[src/rtl/ptw_arbiter_if.sv]
// Signal bundle between the I/D MMU page-table walkers, the PTW arbiter and the
// Wishbone classic read port it drives.
interface ptw_arbiter_if;
    logic        i_ptw_req;
    logic [31:0] i_ptw_addr;
    logic [31:0] i_ptw_data;
    logic        i_ptw_ack;

    logic        d_ptw_req;
    logic [31:0] d_ptw_addr;
    logic [31:0] d_ptw_data;
    logic        d_ptw_ack;

    logic        wb_cyc_o;
    logic        wb_stb_o;
    logic        wb_we_o;
    logic [3:0]  wb_sel_o;
    logic [31:0] wb_adr_o;
    logic [31:0] wb_dat_i;
    logic        wb_ack_i;
    logic        wb_err_i;

    // Arbiter side: answers the MMUs, masters the bus.
    modport master (
        input  i_ptw_req, i_ptw_addr, d_ptw_req, d_ptw_addr,
        input  wb_dat_i, wb_ack_i, wb_err_i,
        output i_ptw_data, i_ptw_ack, d_ptw_data, d_ptw_ack,
        output wb_cyc_o, wb_stb_o, wb_we_o, wb_sel_o, wb_adr_o
    );

    // Environment side: MMU requesters and the bus slave.
    modport slave (
        output i_ptw_req, i_ptw_addr, d_ptw_req, d_ptw_addr,
        output wb_dat_i, wb_ack_i, wb_err_i,
        input  i_ptw_data, i_ptw_ack, d_ptw_data, d_ptw_ack,
        input  wb_cyc_o, wb_stb_o, wb_we_o, wb_sel_o, wb_adr_o
    );
endinterface

[src/rtl/ptw_arbiter.sv]
// Round-robin arbiter merging I-side and D-side Sv32 PTW reads onto one Wishbone
// classic read port; one outstanding access, registered responses, bus timeout.
module ptw_arbiter #(
    parameter int unsigned TIMEOUT = 255
) (
    input logic           clk,
    input logic           rst,
    ptw_arbiter_if.master bus
);
    typedef enum logic [1:0] {
        S_IDLE = 2'd0,
        S_BUS  = 2'd1,
        S_RESP = 2'd2
    } state_t;

    localparam logic [15:0] TO_LIM = 16'(TIMEOUT);
    localparam bit          TO_EN  = (TIMEOUT != 0);

    state_t      state_q;
    logic        last_grant_q;
    logic        gnt_q;
    logic        cyc_q;
    logic        i_ack_q;
    logic        d_ack_q;
    logic [31:0] adr_q;
    logic [31:0] i_data_q;
    logic [31:0] d_data_q;
    logic [15:0] cnt_q;

    logic        any_req;
    logic        gnt_d;
    logic [31:0] req_adr;
    logic [15:0] cnt_d;
    logic        bus_done;
    logic [31:0] data_d;

    always_comb begin
        any_req  = bus.i_ptw_req | bus.d_ptw_req;
        // D wins when it is alone, or on a tie when I was served last.
        gnt_d    = bus.d_ptw_req & (~bus.i_ptw_req | ~last_grant_q);
        req_adr  = gnt_d ? bus.d_ptw_addr : bus.i_ptw_addr;
        cnt_d    = (cnt_q == 16'hFFFF) ? cnt_q : cnt_q + 16'd1;
        bus_done = bus.wb_err_i | bus.wb_ack_i | (TO_EN && (cnt_d == TO_LIM));
        // Error and timeout both return an all-zero PTE (V=0) so the MMU faults.
        data_d   = (bus.wb_ack_i & ~bus.wb_err_i) ? bus.wb_dat_i : 32'h0;
    end

    always_ff @(posedge clk or posedge rst) begin
        if (rst) begin
            state_q      <= S_IDLE;
            last_grant_q <= 1'b1;
            gnt_q        <= 1'b0;
            cyc_q        <= 1'b0;
            i_ack_q      <= 1'b0;
            d_ack_q      <= 1'b0;
            adr_q        <= 32'h0;
            i_data_q     <= 32'h0;
            d_data_q     <= 32'h0;
            cnt_q        <= 16'h0;
        end else begin
            case (state_q)
                S_IDLE: begin
                    if (any_req) begin
                        gnt_q        <= gnt_d;
                        last_grant_q <= gnt_d;
                        adr_q        <= {req_adr[31:2], 2'b00};
                        cnt_q        <= 16'h0;
                        cyc_q        <= 1'b1;
                        state_q      <= S_BUS;
                    end
                end
                S_BUS: begin
                    if (bus_done) begin
                        cyc_q    <= 1'b0;
                        i_ack_q  <= ~gnt_q;
                        d_ack_q  <= gnt_q;
                        i_data_q <= gnt_q ? 32'h0 : data_d;
                        d_data_q <= gnt_q ? data_d : 32'h0;
                        state_q  <= S_RESP;
                    end else begin
                        cnt_q <= cnt_d;
                    end
                end
                S_RESP: begin
                    // Requests are not sampled here; the MMU may be swapping its address.
                    i_ack_q  <= 1'b0;
                    d_ack_q  <= 1'b0;
                    i_data_q <= 32'h0;
                    d_data_q <= 32'h0;
                    state_q  <= S_IDLE;
                end
                default: begin
                    state_q <= S_IDLE;
                end
            endcase
        end
    end

    assign bus.wb_cyc_o   = cyc_q;
    assign bus.wb_stb_o   = cyc_q;
    assign bus.wb_we_o    = 1'b0;
    assign bus.wb_sel_o   = 4'hF;
    assign bus.wb_adr_o   = adr_q;
    assign bus.i_ptw_ack  = i_ack_q;
    assign bus.d_ptw_ack  = d_ack_q;
    assign bus.i_ptw_data = i_data_q;
    assign bus.d_ptw_data = d_data_q;
endmodule
[src/flat_wrapper.sv]
// flat-port wrapper written by rule: the top's interface ports become plain ports
module ptw_arbiter_flat 
#(
    parameter int unsigned TIMEOUT = 255
)
  (clk, rst, bus_i_ptw_req, bus_i_ptw_addr, bus_d_ptw_req, bus_d_ptw_addr, bus_wb_dat_i, bus_wb_ack_i, bus_wb_err_i, bus_i_ptw_data, bus_i_ptw_ack, bus_d_ptw_data, bus_d_ptw_ack, bus_wb_cyc_o, bus_wb_stb_o, bus_wb_we_o, bus_wb_sel_o, bus_wb_adr_o);
  ptw_arbiter_if bus_i ();
  input logic clk;
  input logic rst;
  input wire logic [$bits(bus_i.i_ptw_req)-1:0] bus_i_ptw_req;
  input wire logic [$bits(bus_i.i_ptw_addr)-1:0] bus_i_ptw_addr;
  input wire logic [$bits(bus_i.d_ptw_req)-1:0] bus_d_ptw_req;
  input wire logic [$bits(bus_i.d_ptw_addr)-1:0] bus_d_ptw_addr;
  input wire logic [$bits(bus_i.wb_dat_i)-1:0] bus_wb_dat_i;
  input wire logic [$bits(bus_i.wb_ack_i)-1:0] bus_wb_ack_i;
  input wire logic [$bits(bus_i.wb_err_i)-1:0] bus_wb_err_i;
  output wire logic [$bits(bus_i.i_ptw_data)-1:0] bus_i_ptw_data;
  output wire logic [$bits(bus_i.i_ptw_ack)-1:0] bus_i_ptw_ack;
  output wire logic [$bits(bus_i.d_ptw_data)-1:0] bus_d_ptw_data;
  output wire logic [$bits(bus_i.d_ptw_ack)-1:0] bus_d_ptw_ack;
  output wire logic [$bits(bus_i.wb_cyc_o)-1:0] bus_wb_cyc_o;
  output wire logic [$bits(bus_i.wb_stb_o)-1:0] bus_wb_stb_o;
  output wire logic [$bits(bus_i.wb_we_o)-1:0] bus_wb_we_o;
  output wire logic [$bits(bus_i.wb_sel_o)-1:0] bus_wb_sel_o;
  output wire logic [$bits(bus_i.wb_adr_o)-1:0] bus_wb_adr_o;
  assign bus_i.i_ptw_req = bus_i_ptw_req;
  assign bus_i.i_ptw_addr = bus_i_ptw_addr;
  assign bus_i.d_ptw_req = bus_d_ptw_req;
  assign bus_i.d_ptw_addr = bus_d_ptw_addr;
  assign bus_i.wb_dat_i = bus_wb_dat_i;
  assign bus_i.wb_ack_i = bus_wb_ack_i;
  assign bus_i.wb_err_i = bus_wb_err_i;
  assign bus_i_ptw_data = bus_i.i_ptw_data;
  assign bus_i_ptw_ack = bus_i.i_ptw_ack;
  assign bus_d_ptw_data = bus_i.d_ptw_data;
  assign bus_d_ptw_ack = bus_i.d_ptw_ack;
  assign bus_wb_cyc_o = bus_i.wb_cyc_o;
  assign bus_wb_stb_o = bus_i.wb_stb_o;
  assign bus_wb_we_o = bus_i.wb_we_o;
  assign bus_wb_sel_o = bus_i.wb_sel_o;
  assign bus_wb_adr_o = bus_i.wb_adr_o;
  ptw_arbiter #(.TIMEOUT(TIMEOUT)) u_core (.clk(clk), .rst(rst), .bus(bus_i));
endmodule
[config.mk]
export PLATFORM = sky130hd
export DESIGN_NAME = ptw_arbiter_flat
export DESIGN_NICKNAME = d
export VERILOG_FILES = /design/src/rtl/ptw_arbiter_if.sv /design/src/rtl/ptw_arbiter.sv /design/src/flat_wrapper.sv
export SDC_FILE = /design/constraint.sdc
export NUM_CORES = 1
export LEC_CHECK = 0
export CAP_MARGIN = 20
export CORE_MARGIN = 2
export CORE_UTILIZATION = 44
export DETAILED_ROUTE_END_ITERATION = 8
export PLACE_DENSITY = 0.9
export SLEW_MARGIN = 30
export SYNTH_ARGS = -nofsm -noshare
export SYNTH_HDL_FRONTEND = slang
export SYNTH_SLANG_ARGS = --single-unit
[constraint.sdc]
create_clock -name clk -period 4.81 [get_ports clk]
set_clock_uncertainty 0.05 [all_clocks]
set_input_delay 0.962 -clock clk [delete_from_list [all_inputs] [get_ports clk]]
set_output_delay 0.962 -clock clk [all_outputs]
set_load 0.005 [all_outputs]
==> run_results.csv <==
group,metric,value,unit
global_route,grt_max_degree,81,
logic_synthesis,synth_edf_count,0,
sta,tightest_slew,0.875,ns
logic_synthesis,seq_area_frac_synth,56.6,%
placement,hpwlAfterDp,10400,um
min_path,whs_path_depth,2,
pwr,clockPowerShare,30.1,%
worst_setup_path,worst_r2r_path_depth,9,
logic_synthesis,ys.warnings.count,0,
sta,slew_violations,0,
placement,gp_congestion,0.923,
finish,fin_nets,746,
worst_setup_path,critical_path_class,"reg -> reg",
pwr,p_leak,3.43,nW
finish,diodes,0,
clocking,htree_levels,4,
clocking,clk_path_buf_depth,2,
finish,drive_gt1_share,8.69,%
drt,vias_per_cell,5.69,
worst_setup_path,worstPathRequired,5.10,ns
sta,maxSlewHeadroom,41.5,%
placement,port_buffers,195,
floorplanning,rows,39,
global_route,busiest_layer,"met2",
logic_synthesis,synth_area_per_cell,11.4,um2
clocking,ctsHoldBuffers,0,
floorplanning,die-height,112,um
clocking,path_clk_slew,0.05,ns
drt,finalWirelength,14600,um
pwr,power.density,545,nW/um2
worst_setup_path,startpoint_type,"register",
sta,setup-violations-final,0,
global_route,grt_pass1_vias,4670,
worst_setup_path,end_kind,"register",
sta,holdWs,0.426,ns
global_route,antenna_found_initial,0,
clocking,cts_tree,"built",
global_route,met2_usage,39.7,%
floorplanning,die_area,12700,um2
drt,dr.pass1.iters,5,
floorplanning,die_x,112,um
clocking,clk_latency,0.41,ns
pwr,seq_power_share,34.7,%
drt,avgRoutedWirePerCell,18.3,um
logic_synthesis,synth_seq_cells,117,
logic_synthesis,async_flop_share,100,%
drt,final_antenna_net_count,0,
drt,drt_iter0_drc,438,
clocking,cts_root_buffer,"clkbuf_16",
global_route,grt_use_total,24.0,%
clocking,cts_buffers,17,
logic_synthesis,synth_ff_type,"dfrtp_1",
sta,min_period,3.51,ns
floorplanning,initial_core_util,45.2,%
floorplanning,core_region_area,11500,um2
global_route,grt_use_met1,28.8,%
outcome,status,"finished, final reports clean",
sta,min_period_over_period,72.9,%
worst_setup_path,crit_arrival,3.80,ns
pwr,p_switching,0.00131,W
floorplanning,ioPinCount,207,
logic_synthesis,syn_inst,456,
drt,dr_total_vias,4547,
sta,rsz0062_at_grt,"no",
drt,drcViolationCount,0,
run,cap_violations,0,
global_route,grt_overflow,0,
clocking,clock-sinks,117,
pwr,combPwrFrac,35.2,%
logic_synthesis,synth.distinct_cells,55,
global_route,grt_first_pass_wirelength,23800,um
pwr,ir_worst_vdd,306,uV
finish,synthToLayoutAreaGrowth,51.1,%
global_route,grt_use_met3,7.88,%
worst_setup_path,worstPathMaxFanout,32,
pwr,internal_power,0.00295,W
sta,max_freq,285,MHz
min_path,min_path_type,"reg -> reg",
pwr,switching_share,30.8,%
clocking,cts_setup_buffers,0,
sta,tns,0,ns
logic_synthesis,netlist_area,5180,um2
sta,final-hold-violation-count,0,
clocking,cts_resized,0,
flip-flops by register name (all words and copies together) (netlist names):
name	cells
u_core.bus.d_ptw_data	32
u_core.bus.i_ptw_data	32
u_core.bus.wb_adr_o	30
u_core.cnt_q	16
u_core.state_q	2
u_core.bus.d_ptw_ack	1
u_core.bus.i_ptw_ack	1
u_core.bus.wb_cyc_o	1
u_core.gnt_q	1
u_core.last_grant_q	1
per-stage QoR:
stage,setup WS [ns],cells,utilization (%),instance area [um2],total power (W)
2_1_floorplan,0.699,461,-,5200,0.00212
3_3_place_gp,1.50,767,62.9,7220,0.00291
3_5_place_dp,1.41,767,63.0,7220,0.00298
4_1_cts,1.34,799,68.2,7830,0.00429
5_1_grt,1.09,799,68.3,7830,0.00450
6_report,1.30,799,68.3,7830,0.00427
worst paths after layout:
check	from	slack (ns)	endpoint
setup / recovery	u_core.cnt_q[0]$_DFFE_PP0P_	1.30	u_core.bus.d_ptw_data[5]$_DFFE_PP0P_
hold / removal	u_core.bus.wb_adr_o[30]$_DFFE_PP0P_	0.43	u_core.bus.wb_adr_o[30]$_DFFE_PP0P_
setup reg to reg	u_core.cnt_q[0]$_DFFE_PP0P_	1.30	u_core.bus.d_ptw_data[5]$_DFFE_PP0P_
hold reg to reg	u_core.bus.wb_adr_o[30]$_DFFE_PP0P_	0.43	u_core.bus.wb_adr_o[30]$_DFFE_PP0P_
max in group asynchronous	rst	2.93	u_core.bus.i_ptw_data[17]$_DFFE_PP0P_
min in group asynchronous	rst	1.01	u_core.bus.wb_adr_o[2]$_DFFE_PP0P_
layout make-up:
cell class,instances,area [um2]
multi-input cells,296,2060
inverters,8,35.0
well taps,143,179
fillers,799,3640
repair buffers,203,2020
clock inverters,9,126
flip-flops and latches,117,2930
clock buffers,23,478
critical path, stage by stage, from the launching register on:
cell and delay [ns]:
dfrtp_1 0.44, ha_1 0.24, and3_1 0.44, nand4_1 0.35, nand2_1 0.20, xor2_1 0.28
o311ai_2 0.22, a21boi_4 0.74, buf_12 0.28, a22o_1 0.18
routing by layer:
metal | routed length, um | share of wire [%]
met2 | 7180 | 49
met1 | 5810 | 40
met5 | 0 | 0
met3 | 1240 | 8.5
met4 | 388 | 2.7
layout by cell type, fill, tap and decap left out, drive strengths merged, types with 6 or more instances in the layout:
| cell type | netlist | routed |
|---|---|---|
| inv | 8 | 9 |
| dfrtp | 116 | 116 |
| nand4 | 8 | 8 |
| buf | 22 | 8 |
| nor2 | 18 | 18 |
| o21ai | 35 | 35 |
| a21oi | 6 | 6 |
| clkbuf | 18 | 23 |
| a31oi | 12 | 12 |
| a22o | 62 | 62 |
| mux2i | 33 | 33 |
| nand2 | 52 | 52 |
| conb | 2 | 7 |
| a221oi | 6 | 6 |
| clkdlybuf4s50 | 0 | 195 |
| nand3 | 8 | 8 |
synth_stat cells, types with 2 or more instances:
cell / instances / area (um2)
dfrtp_1: 116 / 2900
a22o_1: 62 / 543
nand2_1: 52 / 195
o21ai_0: 34 / 170
mux2i_1: 33 / 330
clkbuf_1: 18 / 67.6
nor2_1: 18 / 67.6
a31oi_1: 12 / 75.1
buf_4: 12 / 90.1
buf_2: 8 / 40.0
inv_1: 8 / 30.0
nand3_1: 8 / 40.0
nand4_1: 7 / 43.8
a21oi_1: 5 / 25.0
a221oi_1: 4 / 35.0
and3_1: 4 / 25.0
nand2b_1: 4 / 25.0
and4_1: 3 / 26.3
nor4_1: 3 / 18.8
a221oi_2: 2 / 30.0
a31o_2: 2 / 17.5
a32o_1: 2 / 20.0
a41oi_1: 2 / 17.5
buf_6: 2 / 22.5
conb_1: 2 / 7.51
nor3_1: 2 / 10.0
o21a_1: 2 / 15.0
xnor2_1: 2 / 17.5
logic make-up (layout without fill, tap and decap cells):
logic type	count (synthesis)	after routing	share of synthesized area, %
xor gates and xnor gates	3	3	0.507
other	2	7	0.145
and+or+nand+nor	110	110	10.3
DFF	117	117	56.6
buffers and inverters	48	243	4.83
muxes	34	34	6.60
adders and majority gates	1	1	0.242
AOI/OAI and AO/OA	141	141	20.8
power by group through the flow:
| stage | clock network, W | registers, W | logic, W |
|---|---|---|---|
| after global routing | 0.00135 | 0.00152 | 0.00163 |
| final | 0.00129 | 0.00148 | 0.00150 |
| after CTS | 0.00130 | 0.00148 | 0.00152 |
| after floorplan | 0 | 0.00148 | 0.000644 |
| after detailed placement | 0 | 0.00148 | 0.00150 |
| after global placement | 0 | 0.00147 | 0.00144 |
Power figures use the tool's default switching activity.
==> patch 1: new RTL, same settings <==
Encoding of `state_t`: now one-hot (3 bits for 3 states).
--- a/src/rtl/ptw_arbiter.sv
+++ b/src/rtl/ptw_arbiter.sv
@@ -9,6 +9,6 @@
 );
-    typedef enum logic [1:0] {
-        S_IDLE = 2'd0,
-        S_BUS  = 2'd1,
-        S_RESP = 2'd2
+    typedef enum logic [2:0] {
+        S_IDLE = 3'b001,
+        S_BUS  = 3'b010,
+        S_RESP = 3'b100
     } state_t;
Formal check against the unedited RTL: no difference found for any inputs over 10 cycles, from zero or initial values and one cycle with rst high; not proved beyond that.
==> patch 1 against the original RTL <==
The flow now finishes with violations (DRC). Setup slack improved by 0.027 ns. Combinational power decreased by 6%. Sequential share of layout area increased by 0.060 points. Synthesized cell count increased by 2.0%. Power increased by 1.2%. Worst hold slack improved by 0.0048 ns. Cell area increased by 0.74%. Area after synthesis increased by 1.3%. Sequential power increased by 5%. Routed wire length increased by 2.5%. Sequential cell count increased by 1. Critical path depth decreased by 2. Maximum frequency increased by 0.77%. Critical endpoint is now u_core.bus.d_ptw_data[16]. Largest cell class unchanged. Largest power group is now sequential cells. Highest routed layer unchanged.
==> patch 1: results (changes against the original RTL) <==
- Final hold slack: 0.431 ns (+0.00480 ns)
- # fillers: 817 (+2.3%)
- Largest net degree at the start of global routing: 74 (-8.6%)
- Yosys cell types: 50 (-9.1%)
- Vias in the first global route: 4832 (+3.5%)
- Reg-to-reg slack, setup: 1.33 ns (+0.03 ns)
- Detailed Route Iter0 Violations: 305 (-30%)
- Vias: 4560 (+0.29%)
- WP data arrival: 3.72 ns (-0.08 ns)
- Layout cell share with drive strength beyond 1: 8.32% (-0.37 points)
- Pre-antenna DRT Iters: 9 (+4)
- Finished Layout Cells: 804 (+0.63%)
- Crit path max fanout: 64 (+100%)
- Worst vdd ir: 0.000311 V (+1.6%)
- Placed Instances: 772 (+0.65%)
- Top cells by count, synth: dfrtp_1 (116), a22o_1 (64), nand2_1 (53)
- DRC Markers: 7 (+7)
- Status: finished, violations left
- Dpl hpwl: 10400 um (+0.79%)
- Worst-Margin Slew: 0.915 ns (+0.0400 ns)
- First-pass GRT wire length: 24400 um (+2.2%)
- LEAKAGE: 3.49 nW (+1.9%)
- Mapped Avg Cell Area: 11.3 sq um (-0.70%)
- Failing checks: DRC
- Total GRT Usage: 24.1% (+0.096 points)
patch 1: changes by cell type in the layout (fill, tap and decap cells not counted), sizes merged, moves of 4 or more:
cell / before / now
o21ai: 35 / 41
a221oi: 6 / 0
clkbuf: 23 / 18
nor3: 2 / 9
a31oi: 12 / 3
mux2i: 33 / 39
and4: 4 / 0
a21oi: 6 / 10
patch 1: kinds of logic (layout without fill, tap and decap cells):
| logic type | Yosys count | count (layout) | share of synthesized area (%) |
|---|---|---|---|
| compound gates | 142 | 142 | 19.8 |
| xor+xnor | 1 | 1 | 0.167 |
| fa+ha+maj | 1 | 1 | 0.239 |
| buf+inv | 51 | 242 | 5.01 |
| flops | 118 | 118 | 56.4 |
| mux | 39 | 39 | 7.44 |
| other cells | 2 | 7 | 0.143 |
| simple gates | 111 | 111 | 10.9 |
patch 1: metal layers:
metal / vias to the layer above / global-route usage [%] / routed length, um
met2: 187 / 40.9 / 7800
li1: 2074 / - / -
met4: 0 / 12.5 / 510
met3: 45 / 6.43 / 988
met5: - / 0 / 0
met1: 2254 / 28.1 / 5680
patch 1: through the flow:
step,setup slack [ns],cell area (sq um)
after detailed placement,1.39,7240
after global routing,1.19,7890
after floorplan,0.672,5260
final,1.33,7890
after global placement,1.29,7230
after CTS,1.38,7880
patch 1: worst max-delay path, cell delays in order, from the launching register on:
cell      delay (ns)
dfrtp_1         0.51
ha_1            0.38
nand4_4         0.20
nor4_4          0.50
a311oi_1        0.12
a2111o_1        0.57
o311a_4         0.66
a22o_1          0.34
patch 1: path summary, 6_finish.rpt:
kind	cells after the start	end	startpoint
min reg2reg	2	u_core.last_grant_q	u_core.last_grant_q
min	2	u_core.last_grant_q	u_core.last_grant_q
max in group asynchronous	3	u_core.cnt_q[4]	rst
max	7	u_core.bus.d_ptw_data[16]	u_core.cnt_q[0]
min in group asynchronous	2	u_core.bus.wb_adr_o[29]	rst
max reg2reg	7	u_core.bus.d_ptw_data[16]	u_core.cnt_q[0]
patch 1: cell type report:
cell class              instances  area share, %
clock inverters                14           2.52
multi-input cells             301           26.3
well taps                     143           2.27
repair buffers                202           25.4
clock buffers                  18           5.57
flip-flops and latches        118           37.5
inverters                       8          0.444
patch 1: where the power goes:
group          switching (mW)  internal [mW]  total (mW)
registers               0.225           1.32        1.55
clock network           0.472          0.885        1.36
logic                   0.596          0.818        1.41
total                    1.29           3.03        4.32
==> patch 2: new RTL, same flow settings <==
Without the edit above. `TIMEOUT` is set to 255 in 2 places; all go to 127.
--- a/src/rtl/ptw_arbiter.sv
+++ b/src/rtl/ptw_arbiter.sv
@@ -3,3 +3,3 @@
 module ptw_arbiter #(
-    parameter int unsigned TIMEOUT = 255
+    parameter int unsigned TIMEOUT = 127
 ) (
--- a/src/flat_wrapper.sv
+++ b/src/flat_wrapper.sv
@@ -3,3 +3,3 @@
 #(
-    parameter int unsigned TIMEOUT = 255
+    parameter int unsigned TIMEOUT = 127
 )
Function: no difference found for any inputs over 10 cycles, from zero or initial values and one cycle with rst high; that may be too few to reach the edited logic, so the function may still have changed.
==> patch 2 against the original RTL <==
Routed wire length grew 6.8%. Sequential share of layout area decreased by 0.13 points. Utilization shrank 0.35 points. Synthesized cell count rose by 3.5%. Sequential cell count unchanged. Power decreased by 1.4%. Cell area increased by 0.34%. Setup slack worse by 0.043 ns. Global-route usage is 1.1 points higher. Area after synthesis rose by 1.7%. Sequential power about the same. Combinational power shrank 3%. Critical path type unchanged. Highest routed layer unchanged.
==> patch 2: results (changes against the original RTL) <==
- Nets@finish: 757 (+1.5%)
- Critical Path Slowest Stage Cell: buf_4
- Post-Route WL: 15600 um (+6.8%)
- Sw power: 1.33 mW (+0.97%)
- Status: completed
- Dpl hpwl: 10300 um (-0.67%)
- Seq/Total Area, Yosys: 55.6% (-0.93 points)
- Power Internal: 2.88 mW (-2.4%)
- Reg-to-reg slack, setup: 1.26 ns (-0.04 ns)
- Detailed Route Iter0 Violations: 442 (+0.91%)
- Vias in the first global route: 4661 (-0.19%)
- Finished Layout Cells: 810 (+1.4%)
- Total GRT Usage: 25.1% (+1.1 points)
- ANT nets after route: 0 (unchanged)
- Largest net degree at the start of global routing: 66 (-19%)
- Pre-antenna DRT Iters: 6 (+1)
- Synth top area cells: dfrtp_1 (55%), a22o_1 (10%), mux2i_1 (6.1%)
- Rel. slew slack: 47.3% (+5.8 points)
- # fillers: 820 (+2.6%)
- Crit path max fanout: 62 (+94%)
- LEAKAGE: 3.36 nW (-2.1%)
- Reg2Reg Depth: 10 (+1)
- N_diodes: 0 (unchanged)
- Final hold slack: 0.430 ns (+0.00387 ns)
- Worst R2R End: u_core.bus.d_ptw_data[18]
- Hold Crit Start: u_core.bus.wb_adr_o[12]
- First-pass GRT wire length: 24900 um (+4.5%)
- Layout cell share with drive strength beyond 1: 8.25% (-0.44 points)
- Endpoint, Worst Hold: u_core.bus.wb_adr_o[12]
- Clock group share of total power: 30.4% (+0.3 points)
- Placed Instances: 778 (+1.4%)
- Max incr delay on CP: 0.52 ns (-0.22 ns)
- WP data arrival: 3.85 ns (+0.05 ns)
- Worst vdd ir: 0.000334 V (+9.3%)
- DP Worst Slack: 1.39 ns (-0.0285 ns)
- CTS clk-pin slew, worst paths: about 0.06 ns
- Worst reg2reg startpoint: u_core.cnt_q[0]
- CTS Buf Count: 17 (unchanged)
- Yosys cell types: 51 (-7.3%)
- Synth warn: 0 (unchanged)
- Gp weighted congestion: 0.953 (+3.2%)
- Initial antenna violation count: 0 (unchanged)
- Worst min-delay path class: flip-flop to flip-flop
- Top cells by count, synth: dfrtp_1 (116), a22o_1 (62), o21ai_0 (47)
- Syn Inst Count: 472 (+3.5%)
- Placed Area: 7250 sq um (+0.40%)
- Vias: 4618 (+1.6%)
- Comb. pwr: 1.45 mW (-3%)
- Post-CTS Setup Bufs: 0 (unchanged)
==> patch 2: cell types whose count changed in the layout (fill, tap and decap cells not counted), sizes merged, moves of 3 or more <==
cell      unedited run  this run
o31ai                1         8
o41ai                1         5
a221oi               6         0
nor2                18        21
clkinvlp             1         5
clkinv               4         1
o21ai               35        48
nor3                 2         7
nand2               52        47
==> patch 2: worst max-delay path by stage <==
stage          cells after the start  slack, ns                   endpoint             from
4_1_cts                           10       1.34  u_core.bus.d_ptw_data[18]  u_core.cnt_q[0]
3_5_place_dp                      10       1.39   u_core.bus.d_ptw_data[0]  u_core.cnt_q[0]
2_1_floorplan                      1       0.70       u_core.bus.d_ptw_ack              rst
3_3_place_gp                      10       1.38   u_core.bus.d_ptw_data[0]  u_core.cnt_q[0]
5_1_grt                           10       1.02  u_core.bus.d_ptw_data[14]  u_core.cnt_q[0]
6_report                          10       1.26  u_core.bus.d_ptw_data[18]  u_core.cnt_q[0]
==> patch 2: area by class of cell <==
| class | instances | area (sq um) | area share (%) |
|---|---|---|---|
| tap | 143 | 179 | 2.28 |
| clock buffer | 22 | 484 | 6.17 |
| timing repair buffer | 202 | 2000 | 25.5 |
| inverter | 9 | 36.3 | 0.462 |
| clock inverter | 10 | 120 | 1.53 |
| sequential | 117 | 2930 | 37.3 |
| multi-input combinational | 307 | 2100 | 26.7 |
==> patch 2: metal layers <==
layer  track usage [%]  vias to the layer above  routed length, um
met5                 0                        -                  0
li1                  -                     2092                  -
met1              29.6                     2243               6020
met2              41.4                      249               7790
met4              11.2                        0                402
met3              9.03                       34               1390
==> patch 2: cell families after synthesis <==
family,share of synthesized area [%]
AOI/OAI and AO/OA,21.6
xor gates and xnor gates,0.666
adders and majority gates,0.238
buffers and inverters,5.37
DFF,55.6
muxes,6.08
other,0.143
and+or+nand+nor,10.3
